==> src/rtl/mult_div_unit.sv <==
// rtl/mult_div_unit.sv - iterative multiply/divide unit with architectural HI/LO registers
//
// Executes MULT, MULTU, DIV, DIVU (33-cycle shift-add / restoring divide) and
// MTHI, MTLO (single edge). Optional macro MDU_FAST_MUL_EN: MULT/MULTU finish
// in one cycle through a combinational 64-bit multiply; divides are unchanged.
//
// Ports:
//   clk   - system clock, rising edge
//   rst   - synchronous active-high reset
//   start - request, sampled only in IDLE
//   op    - 0=MULT 1=MULTU 2=DIV 3=DIVU 4=MTHI 5=MTLO (6/7 ignored)
//   a, b  - rs / rt operands
//   busy  - iterative operation in progress (PC stall)
//   done  - one-cycle pulse after HI/LO take a mul/div result
//   hi,lo - HI and LO registers
module mult_div_unit #(
    parameter int WIDTH  = 32,
    parameter int ITER_W = 6
) (
    input  logic             clk,
    input  logic             rst,
    input  logic             start,
    input  logic [2:0]       op,
    input  logic [WIDTH-1:0] a,
    input  logic [WIDTH-1:0] b,
    output logic             busy,
    output logic             done,
    output logic [WIDTH-1:0] hi,
    output logic [WIDTH-1:0] lo
);
    localparam logic [2:0] OP_MULT  = 3'd0;
    localparam logic [2:0] OP_MULTU = 3'd1;
    localparam logic [2:0] OP_DIV   = 3'd2;
    localparam logic [2:0] OP_DIVU  = 3'd3;
    localparam logic [2:0] OP_MTHI  = 3'd4;
    localparam logic [2:0] OP_MTLO  = 3'd5;
    localparam logic [ITER_W-1:0] LAST_STEP = ITER_W'(WIDTH - 1);

    typedef enum logic [1:0] {S_IDLE, S_MUL, S_DIV, S_FIX} state_t;

    state_t              state_q, state_d;
    logic [ITER_W-1:0]   cnt_q, cnt_d;
    // Multiply: {partial product high, remaining multiplier bits}.
    // Divide:   {partial remainder, dividend bits shifting into quotient}.
    logic [2*WIDTH-1:0]  acc_q, acc_d;
    logic [WIDTH-1:0]    opd_q, opd_d;          // multiplicand or divisor magnitude
    logic                is_div_q, is_div_d;
    logic                neg_res_q, neg_res_d;  // product / quotient negation
    logic                neg_rem_q, neg_rem_d;  // remainder follows the dividend sign
    logic                dz_q, dz_d;            // divide by zero
    logic [WIDTH-1:0]    hi_q, hi_d;
    logic [WIDTH-1:0]    lo_q, lo_d;
    logic                busy_q, busy_d;
    logic                done_q, done_d;

    logic                signed_op, a_neg, b_neg;
    logic [WIDTH-1:0]    a_mag, b_mag;
    logic [WIDTH:0]      add_sum;
    logic [2*WIDTH-1:0]  mul_next;
    logic [WIDTH:0]      div_shift, div_diff;
    logic [2*WIDTH-1:0]  div_next;
    logic [2*WIDTH-1:0]  prod_fix;
    logic [WIDTH-1:0]    quot_fix, rem_fix;
`ifdef MDU_FAST_MUL_EN
    logic [2*WIDTH-1:0]  fast_prod;
`endif

    always_comb begin
        signed_op = (op == OP_MULT) || (op == OP_DIV);
        a_neg     = signed_op && a[WIDTH-1];
        b_neg     = signed_op && b[WIDTH-1];
        // -32'h80000000 wraps to itself, which is the correct unsigned magnitude.
        a_mag     = a_neg ? -a : a;
        b_mag     = b_neg ? -b : b;

        // Shift-add: conditionally add the multiplicand into the high half,
        // then shift the whole accumulator right by one.
        add_sum   = {1'b0, acc_q[2*WIDTH-1:WIDTH]} + (acc_q[0] ? {1'b0, opd_q} : '0);
        mul_next  = {add_sum, acc_q[WIDTH-1:1]};

        // Restoring divide: shift the next dividend bit into the remainder,
        // trial-subtract, keep the difference only when it did not borrow.
        div_shift = acc_q[2*WIDTH-1:WIDTH-1];
        div_diff  = div_shift - {1'b0, opd_q};
        div_next  = div_diff[WIDTH] ? {div_shift[WIDTH-1:0], acc_q[WIDTH-2:0], 1'b0}
                                    : {div_diff[WIDTH-1:0],  acc_q[WIDTH-2:0], 1'b1};

        prod_fix  = neg_res_q ? -acc_q : acc_q;
        quot_fix  = neg_res_q ? -acc_q[WIDTH-1:0] : acc_q[WIDTH-1:0];
        rem_fix   = neg_rem_q ? -acc_q[2*WIDTH-1:WIDTH] : acc_q[2*WIDTH-1:WIDTH];
`ifdef MDU_FAST_MUL_EN
        fast_prod = {{WIDTH{1'b0}}, a_mag} * {{WIDTH{1'b0}}, b_mag};
`endif

        state_d   = state_q;
        cnt_d     = cnt_q;
        acc_d     = acc_q;
        opd_d     = opd_q;
        is_div_d  = is_div_q;
        neg_res_d = neg_res_q;
        neg_rem_d = neg_rem_q;
        dz_d      = dz_q;
        hi_d      = hi_q;
        lo_d      = lo_q;
        done_d    = 1'b0;

        case (state_q)
            S_IDLE: begin
                if (start) begin
                    case (op)
                        OP_MULT, OP_MULTU: begin
`ifdef MDU_FAST_MUL_EN
                            {hi_d, lo_d} = (a_neg ^ b_neg) ? -fast_prod : fast_prod;
                            done_d       = 1'b1;
`else
                            acc_d     = {{WIDTH{1'b0}}, b_mag};
                            opd_d     = a_mag;
                            is_div_d  = 1'b0;
                            neg_res_d = a_neg ^ b_neg;
                            neg_rem_d = 1'b0;
                            dz_d      = 1'b0;
                            cnt_d     = '0;
                            state_d   = S_MUL;
`endif
                        end
                        OP_DIV, OP_DIVU: begin
                            acc_d     = {{WIDTH{1'b0}}, a_mag};
                            opd_d     = b_mag;
                            is_div_d  = 1'b1;
                            neg_res_d = a_neg ^ b_neg;
                            neg_rem_d = a_neg;
                            dz_d      = (b == '0);
                            cnt_d     = '0;
                            state_d   = S_DIV;
                        end
                        OP_MTHI: hi_d = a;
                        OP_MTLO: lo_d = a;
                        default: ;
                    endcase
                end
            end
            S_MUL: begin
                acc_d = mul_next;
                cnt_d = cnt_q + 1'b1;
                if (cnt_q == LAST_STEP) state_d = S_FIX;
            end
            S_DIV: begin
                acc_d = div_next;
                cnt_d = cnt_q + 1'b1;
                if (cnt_q == LAST_STEP) state_d = S_FIX;
            end
            S_FIX: begin
                if (is_div_q) begin
                    // A zero divisor leaves |a| as remainder, so the sign fix
                    // already yields hi=a; only the quotient is forced.
                    lo_d = dz_q ? '1 : quot_fix;
                    hi_d = rem_fix;
                end else begin
                    {hi_d, lo_d} = prod_fix;
                end
                done_d  = 1'b1;
                cnt_d   = '0;
                state_d = S_IDLE;
            end
            default: state_d = S_IDLE;
        endcase

        busy_d = (state_d != S_IDLE);
    end

    always_ff @(posedge clk) begin
        if (rst) begin
            state_q   <= S_IDLE;
            cnt_q     <= '0;
            acc_q     <= '0;
            opd_q     <= '0;
            is_div_q  <= 1'b0;
            neg_res_q <= 1'b0;
            neg_rem_q <= 1'b0;
            dz_q      <= 1'b0;
            hi_q      <= '0;
            lo_q      <= '0;
            busy_q    <= 1'b0;
            done_q    <= 1'b0;
        end else begin
            state_q   <= state_d;
            cnt_q     <= cnt_d;
            acc_q     <= acc_d;
            opd_q     <= opd_d;
            is_div_q  <= is_div_d;
            neg_res_q <= neg_res_d;
            neg_rem_q <= neg_rem_d;
            dz_q      <= dz_d;
            hi_q      <= hi_d;
            lo_q      <= lo_d;
            busy_q    <= busy_d;
            done_q    <= done_d;
        end
    end

    assign busy = busy_q;
    assign done = done_q;
    assign hi   = hi_q;
    assign lo   = lo_q;
endmodule

==> config.mk <==
export PLATFORM = sky130hd
export DESIGN_NAME = mult_div_unit
export DESIGN_NICKNAME = d
export VERILOG_FILES = /design/src/rtl/mult_div_unit.sv
export SDC_FILE = /design/constraint.sdc
export NUM_CORES = 1
export LEC_CHECK = 0
export BUFFER_PORTS_ARGS = -buffer_cell sky130_fd_sc_hd__buf_2
export CAP_MARGIN = 20
export CORE_MARGIN = 1.5
export CORE_UTILIZATION = 33
export CTS_BUF_LIST = sky130_fd_sc_hd__clkbuf_4 sky130_fd_sc_hd__clkbuf_8 sky130_fd_sc_hd__clkbuf_16
export DETAILED_ROUTE_END_ITERATION = 8
export GPL_ROUTABILITY_DRIVEN = 0
export SLEW_MARGIN = 20
export SYNTH_ARGS = -nofsm -noshare
export SYNTH_HDL_FRONTEND = slang
export SYNTH_SLANG_ARGS = --single-unit
==> constraint.sdc <==
create_clock -name clk -period 11.02 [get_ports clk]
set_input_delay 1.102 -clock clk [delete_from_list [all_inputs] [get_ports clk]]
set_output_delay 1.102 -clock clk [all_outputs]
set_load 0.01 [all_outputs]
==> results of run 1 <==
## power by group through the flow
stage               clock (µW)  combinational, µW  sequential [µW]
floorplan                    0                301              691
global placement             0                426              706
detailed placement           0                429              707
CTS                        648                431              692
global route               676                481              696
finish                     643                446              694
## cell usage after synthesis, drive strengths merged (19+ instances only)
library cell / count / area share, %
o21ai: 114 / 4.0
or4: 19 / 1.0
nor3: 42 / 1.5
ha: 73 / 6.3
nand2: 176 / 4.6
clkbuf: 123 / 3.2
a21o: 38 / 2.0
or3: 20 / 0.95
xnor2: 95 / 5.8
o221ai: 29 / 1.8
a22oi: 20 / 1.0
o31ai: 21 / 1.2
a21oi: 222 / 7.7
nor2: 237 / 6.2
inv: 58 / 1.5
a221o: 20 / 1.4
xor2: 79 / 4.8
o211ai: 36 / 1.9
a211oi: 64 / 3.3
dfxtp: 174 / 24
mux2i: 45 / 3.1
## sequential cells by signal (all words and copies together) (netlist names)
signal / count
acc_q: 64
hi: 32
lo: 32
opd_q: 32
cnt_q: 6
state_q: 2
busy: 1
done: 1
dz_q: 1
is_div_q: 1
neg_rem_q: 1
neg_res_q: 1
## how the worst max path moves through the flow
stage                                 from                endpoint  slack (ps)
floorplan            acc_q[0]$_SDFFE_PP0P_  acc_q[56]$_SDFFE_PP0P_        7540
global placement    acc_q[31]$_SDFFE_PP0P_  acc_q[60]$_SDFFE_PP0P_        6960
detailed placement  acc_q[31]$_SDFFE_PP0P_  acc_q[60]$_SDFFE_PP0P_        6830
CTS                 acc_q[31]$_SDFFE_PP0P_  acc_q[60]$_SDFFE_PP0P_        6800
global route        acc_q[31]$_SDFFE_PP0P_  acc_q[46]$_SDFFE_PP0P_        6440
finish              acc_q[31]$_SDFFE_PP0P_  acc_q[60]$_SDFFE_PP0P_        6790
## stage by stage
stage,instance area [µm²],util (%),setup slack [ps]
4_1_cts,16100,37.4,6800
6_report,16200,37.4,6790
5_1_grt,16200,37.4,6440
2_1_floorplan,14500,-,7540
3_3_place_gp,15500,36.0,6960
3_5_place_dp,15500,36.0,6830
## critical path, stage by stage (launching register included)
cell,delay [ps]
dfxtp_1,460
inv_1,120
ha_1,250
fa_1,390
nand2b_1,200
a21o_1,200
a31oi_1,340
a31oi_1,220
a21oi_1,320
a31oi_1,250
xnor2_4,170
buf_4,490
mux2i_1,270
o21ai_0,90
a311o_1,340
## area by class of cell
class	instances	area [µm²]	share of cell area (%)
clock inverters	15	174	1.08
inverters	59	221	1.37
repair buffers	151	818	5.06
well taps	585	732	4.53
multi-input cells	1587	10300	63.8
clock buffers	17	425	2.63
flip-flops and latches	174	3480	21.5
## logic make-up after synthesis
logic type / share of synthesized area, %
compound gates: 30.8
simple gates: 19.6
buf+inv: 5.23
xor+xnor: 10.6
flops: 24.0
fa+ha+maj: 6.58
mux: 3.26
## routing by layer
layer / up-vias / GRT usage, % / part of all wire, %
li1: 7214 / - / -
met1: 7229 / 34.5 / 46
met2: 753 / 35.7 / 42
met3: 89 / 4.77 / 9.2
met4: 4 / 6.65 / 2.6
met5: - / 0 / 0.042
==> out/results.txt, run 1 <==
Status: finished, final reports clean
Final setup viols: 0
Max Slew Vio Count: 0
IO Pins: 136
Port buffer count: 135
CTS tree: done
Setup crit end kind: flop
Die X: 213 µm
Global-route usage over all layers: 23.9%
Kind of critical path: reg2reg
Via-to-Cell Ratio: 5.91
Net Count, Synth: 2102
Maximum vdd ir drop: 0.0920 mV
Post_cts resized: 0
Diode count: 0
Sw Pwr: 628 µW
Most common cell after layout, fill and taps aside: nor2_1
Yosys warning count: 0
Largest net degree at the start of global routing: 81
Combinational share of power: 25.0%
Slew margin rel.: 28.0%
Worst hold endpoint: lo[27]$_SDFFE_PP0P_
Worst min-delay path startpoint: lo[27]$_SDFFE_PP0P_
Share of cells above drive strength 1: 11.4%
Reg2reg end: acc_q[60]$_SDFFE_PP0P_
Synth Instances: 1957
Netlist cell types: 86
Global-route wire length before repair: 82500 µm
Worst Path Max Fanout: 41
PwrDens: 110 nW/µm²
Post-synth ARST share: 0%
Clock latency on the worst-skew pair: 460 ps
Avg Cell Area, Syn: 7.41 µm²
Routed WL: 55400 µm
Pre-antenna DRT Iters: 5
DP HPWL: 42100 µm
Hold buffer count at cts: 0
Power share of the sequential group: 38.9%
Root Buffer: clkbuf_16
Vias in the first global route: 13700
DRT iter0 DRCs: 1647
Final #Nets: 2135
Switching share of power: 35.2%
Fin crit share: 38.4%
Min-delay worst type: reg2reg
Post-Layout Cell Count: 2588
Clock sink total: 174
Area Growth Syn to Fin: 11.5%
Ys flop type: dfxtp_1
Core area: 43200 µm²
Worst Path Arrival: 4580 ps
FF+latch count, synth: 174
# Max-Cap Violations: 0
CTS buffer count: 17
Postcts setup bufs: 0
Cell Area, Synth: 14500 µm²
Initial antenna violation count: 2
Unrepaired setup endpoints after global routing: false
Final Power: 1780 µW
Most frequent cells in the layout: nor2_1, a21oi_1, nand2_1
Remaining Overflow, GRT: 0
Worst hold path cell count: 2
Tmin final: 4230 ps
R2R Setup Slk: 6790 ps
Remaining antenna violation count: 0
Max Buffers Root-to-Sink: 2
Worst Setup Start Kind: flop
EDFF count, synth: 0
H-tree depth: 4
Setup TNS: 0 ps
Inst Count DP: 2555
Worst Skew: 12.5 ps
Clk pwr share: 36.1%
Initial core utilization: 33.6%
Register area share after synthesis: 24.0%
Leak pwr: 0.00631 µW
Num rows: 76
Filler Cell Count: 4561
WP data required: 11370 ps
DR vias: 15300
R2r startpoint: acc_q[31]$_SDFFE_PP0P_
Worst Max-Slew Pin Slew: 1080 ps
Achievable Freq: 237 MHz
DRC viols: 0
P_int: 1150 µW
Hold Vio Cnt, Final: 0
Die height: 213 µm
Reg2Reg Depth: 14
Worst hold slack: 454 ps
Clock transition at path regs: 80 ps
Drt wl/cell: 21.4 µm
Die area: 45200 µm²
(Power assumes the default switching activity.)
==> inputs of run 2 (changes only) <==
==> constraint.sdc (replaced) <==
create_clock -name clk -period 3.5 [get_ports clk]
set_input_delay 0.35 -clock clk [delete_from_list [all_inputs] [get_ports clk]]
set_output_delay 0.35 -clock clk [all_outputs]
set_load 0.01 [all_outputs]
==> run 2 against run 1 <==
Net effect:
- first-iteration DRC count rose by 14%
- highest routed layer is now met4
- register-to-register slack got worse by 6700 ps
- sequential share of layout area fell by 0.82 points
- critical path depth fell by 1
- combinational power rose to 3.4 times the previous value
- sequential power rose to 3.1 times the previous value
==> out/results.txt, run 2 (same netlist as run 1, synthesis figures left out) <==
Crit-path cells: inv_1 > ha_1 > a21o_1 > a21oi_1 > o21bai_1 > a2111oi_0 > o21bai_1 > a31oi_2 > xnor2_4 > buf_4 > mux2i_1 > o21ai_0 > a311o_1
Achievable Freq: 295 MHz
Post-route cell area: 16800 µm²
Tmin final: 3390 ps
Setup TNS: 0 ps
Fin crit share: 97.0%
DR vias: 15700
Remaining Overflow, GRT: 0
Setup crit end kind: flop
Largest stage delay on the critical path: 530 ps
Status: finished, final reports clean
DRC viols: 0
Die area: 45200 µm²
DP HPWL: 44500 µm
Clock sink total: 174
Hold buffer count at cts: 0
Die height: 213 µm
Most frequent cells in the layout: nor2_1, a21oi_1, nand2_1
Final #Nets: 2214
Most common cell after layout, fill and taps aside: nor2_1
Max Slew Vio Count: 0
Leak pwr: 0.00671 µW
WP data required: 3860 ps
Num rows: 76
Critical path's slowest cell: a2111oi_0
DRT iter0 DRCs: 1883
Clock latency on the worst-skew pair: 470 ps
Maximum vdd ir drop: 0.307 mV
Worst Path Max Fanout: 6
Initial antenna violation count: 2
Top cell by count, worst path: o21bai_1
Worst slack, placed: -32.3 ps
Final setup viols: 0
Core area: 43200 µm²
Max reg flops: 64
Family with the most delay on the worst path: compound AO/OA/AOI/OAI gates
Remaining antenna violation count: 0
Port buffer count: 135
WP buf/inv: 2
CP Depth: 13
Routed WL: 57200 µm
Worst hold slack: 174 ps
Global-route wire length before repair: 86100 µm
Final WS setup: 106 ps
Slew margin rel.: 29.5%
Reg2Reg Depth: 13
Drt wl/cell: 21.4 µm
Kind of critical path: reg2reg
Share of cells above drive strength 1: 15.2%
Min-delay worst type: in2reg
Clock transition at path regs: 80 ps
Initial core utilization: 33.6%
Largest net degree at the start of global routing: 99
# Max-Cap Violations: 0
Dpl cell area: 16100 µm²
Area Growth Syn to Fin: 15.9%
Worst Skew: 16.1 ps
H-tree depth: 4
Worst Setup Start Kind: flop
Filler Cell Count: 4583
Final Power: 5630 µW
Unrepaired setup endpoints after global routing: true
Worst hold path cell count: 2
IO Pins: 136
Via-to-Cell Ratio: 5.89
Die X: 213 µm
Vias in the first global route: 14100
Max Buffers Root-to-Sink: 2
Hold Vio Cnt, Final: 0
Pre-antenna DRT Iters: 6
Biggest register: acc_q
CTS buffer count: 17
Global-route usage over all layers: 25.0%
CTS tree: done
Root Buffer: clkbuf_16
Worst Max-Slew Pin Slew: 1060 ps
Worst Path Arrival: 3750 ps
PwrDens: 335 nW/µm²
[run 2: cell count changes in the layout (fill, tap and decap cells not counted), sizes merged]
cell | before | now
clkinvlp | 3 | 2
diode | 0 | 2
buf | 151 | 230
inv | 65 | 66
clkinv | 4 | 6
bufinv | 2 | 0
[run 2: repair_timing]
| item | in CTS | in global routing |
|---|---|---|
| pin swaps | 1 | 6 |
| endpoints found under the setup margin | 4 | 31 |
| buffers inserted | 3 | 1 |
| resized for setup | 1 | 16 |
[run 2: cell type report]
cell class | instances | area (µm²) | share of cell area (%)
multi-input combinational | 1587 | 10400 | 61.7
sequential | 174 | 3480 | 20.7
timing repair buffer | 230 | 1420 | 8.43
tap | 585 | 732 | 4.35
clock buffer | 17 | 425 | 2.53
inverter | 59 | 221 | 1.32
clock inverter | 15 | 150 | 0.893
antenna | 2 | 5.00 | 0.0298
[run 2: through the flow]
step / util [%] / instances
global placement: 37.3 / 2631
CTS: 38.8 / 2666
detailed placement: 37.3 / 2631
global route: 38.9 / 2669
finish: 38.9 / 2669
floorplan: - / 1957
[run 2: path summary, 6_finish.rpt]
| check | start | end | slack (ps) |
|---|---|---|---|
| max | opd_q[25]$_SDFFE_PP0P_ | acc_q[60]$_SDFFE_PP0P_ | 110 |
| min | rst | opd_q[11]$_SDFFE_PP0P_ | 170 |
| max reg2reg | opd_q[25]$_SDFFE_PP0P_ | acc_q[60]$_SDFFE_PP0P_ | 110 |
| min reg2reg | lo[18]$_SDFFE_PP0P_ | lo[18]$_SDFFE_PP0P_ | 450 |
[run 2: power breakdown]
group / internal [µW] / total, µW / switching (µW)
registers: 2070 / 2160 / 93.4
clock network: 948 / 1930 / 985
logic: 556 / 1530 / 978
[run 2: routing by layer]
| metal | vias up | track usage [%] | part of all wire, % |
|---|---|---|---|
| met3 | 114 | 5.17 | 9.4 |
| met2 | 795 | 37.6 | 43 |
| li1 | 7360 | - | - |
| met1 | 7453 | 35.8 | 45 |
| met5 | - | 0 | 0 |
| met4 | 0 | 6.92 | 2.8 |
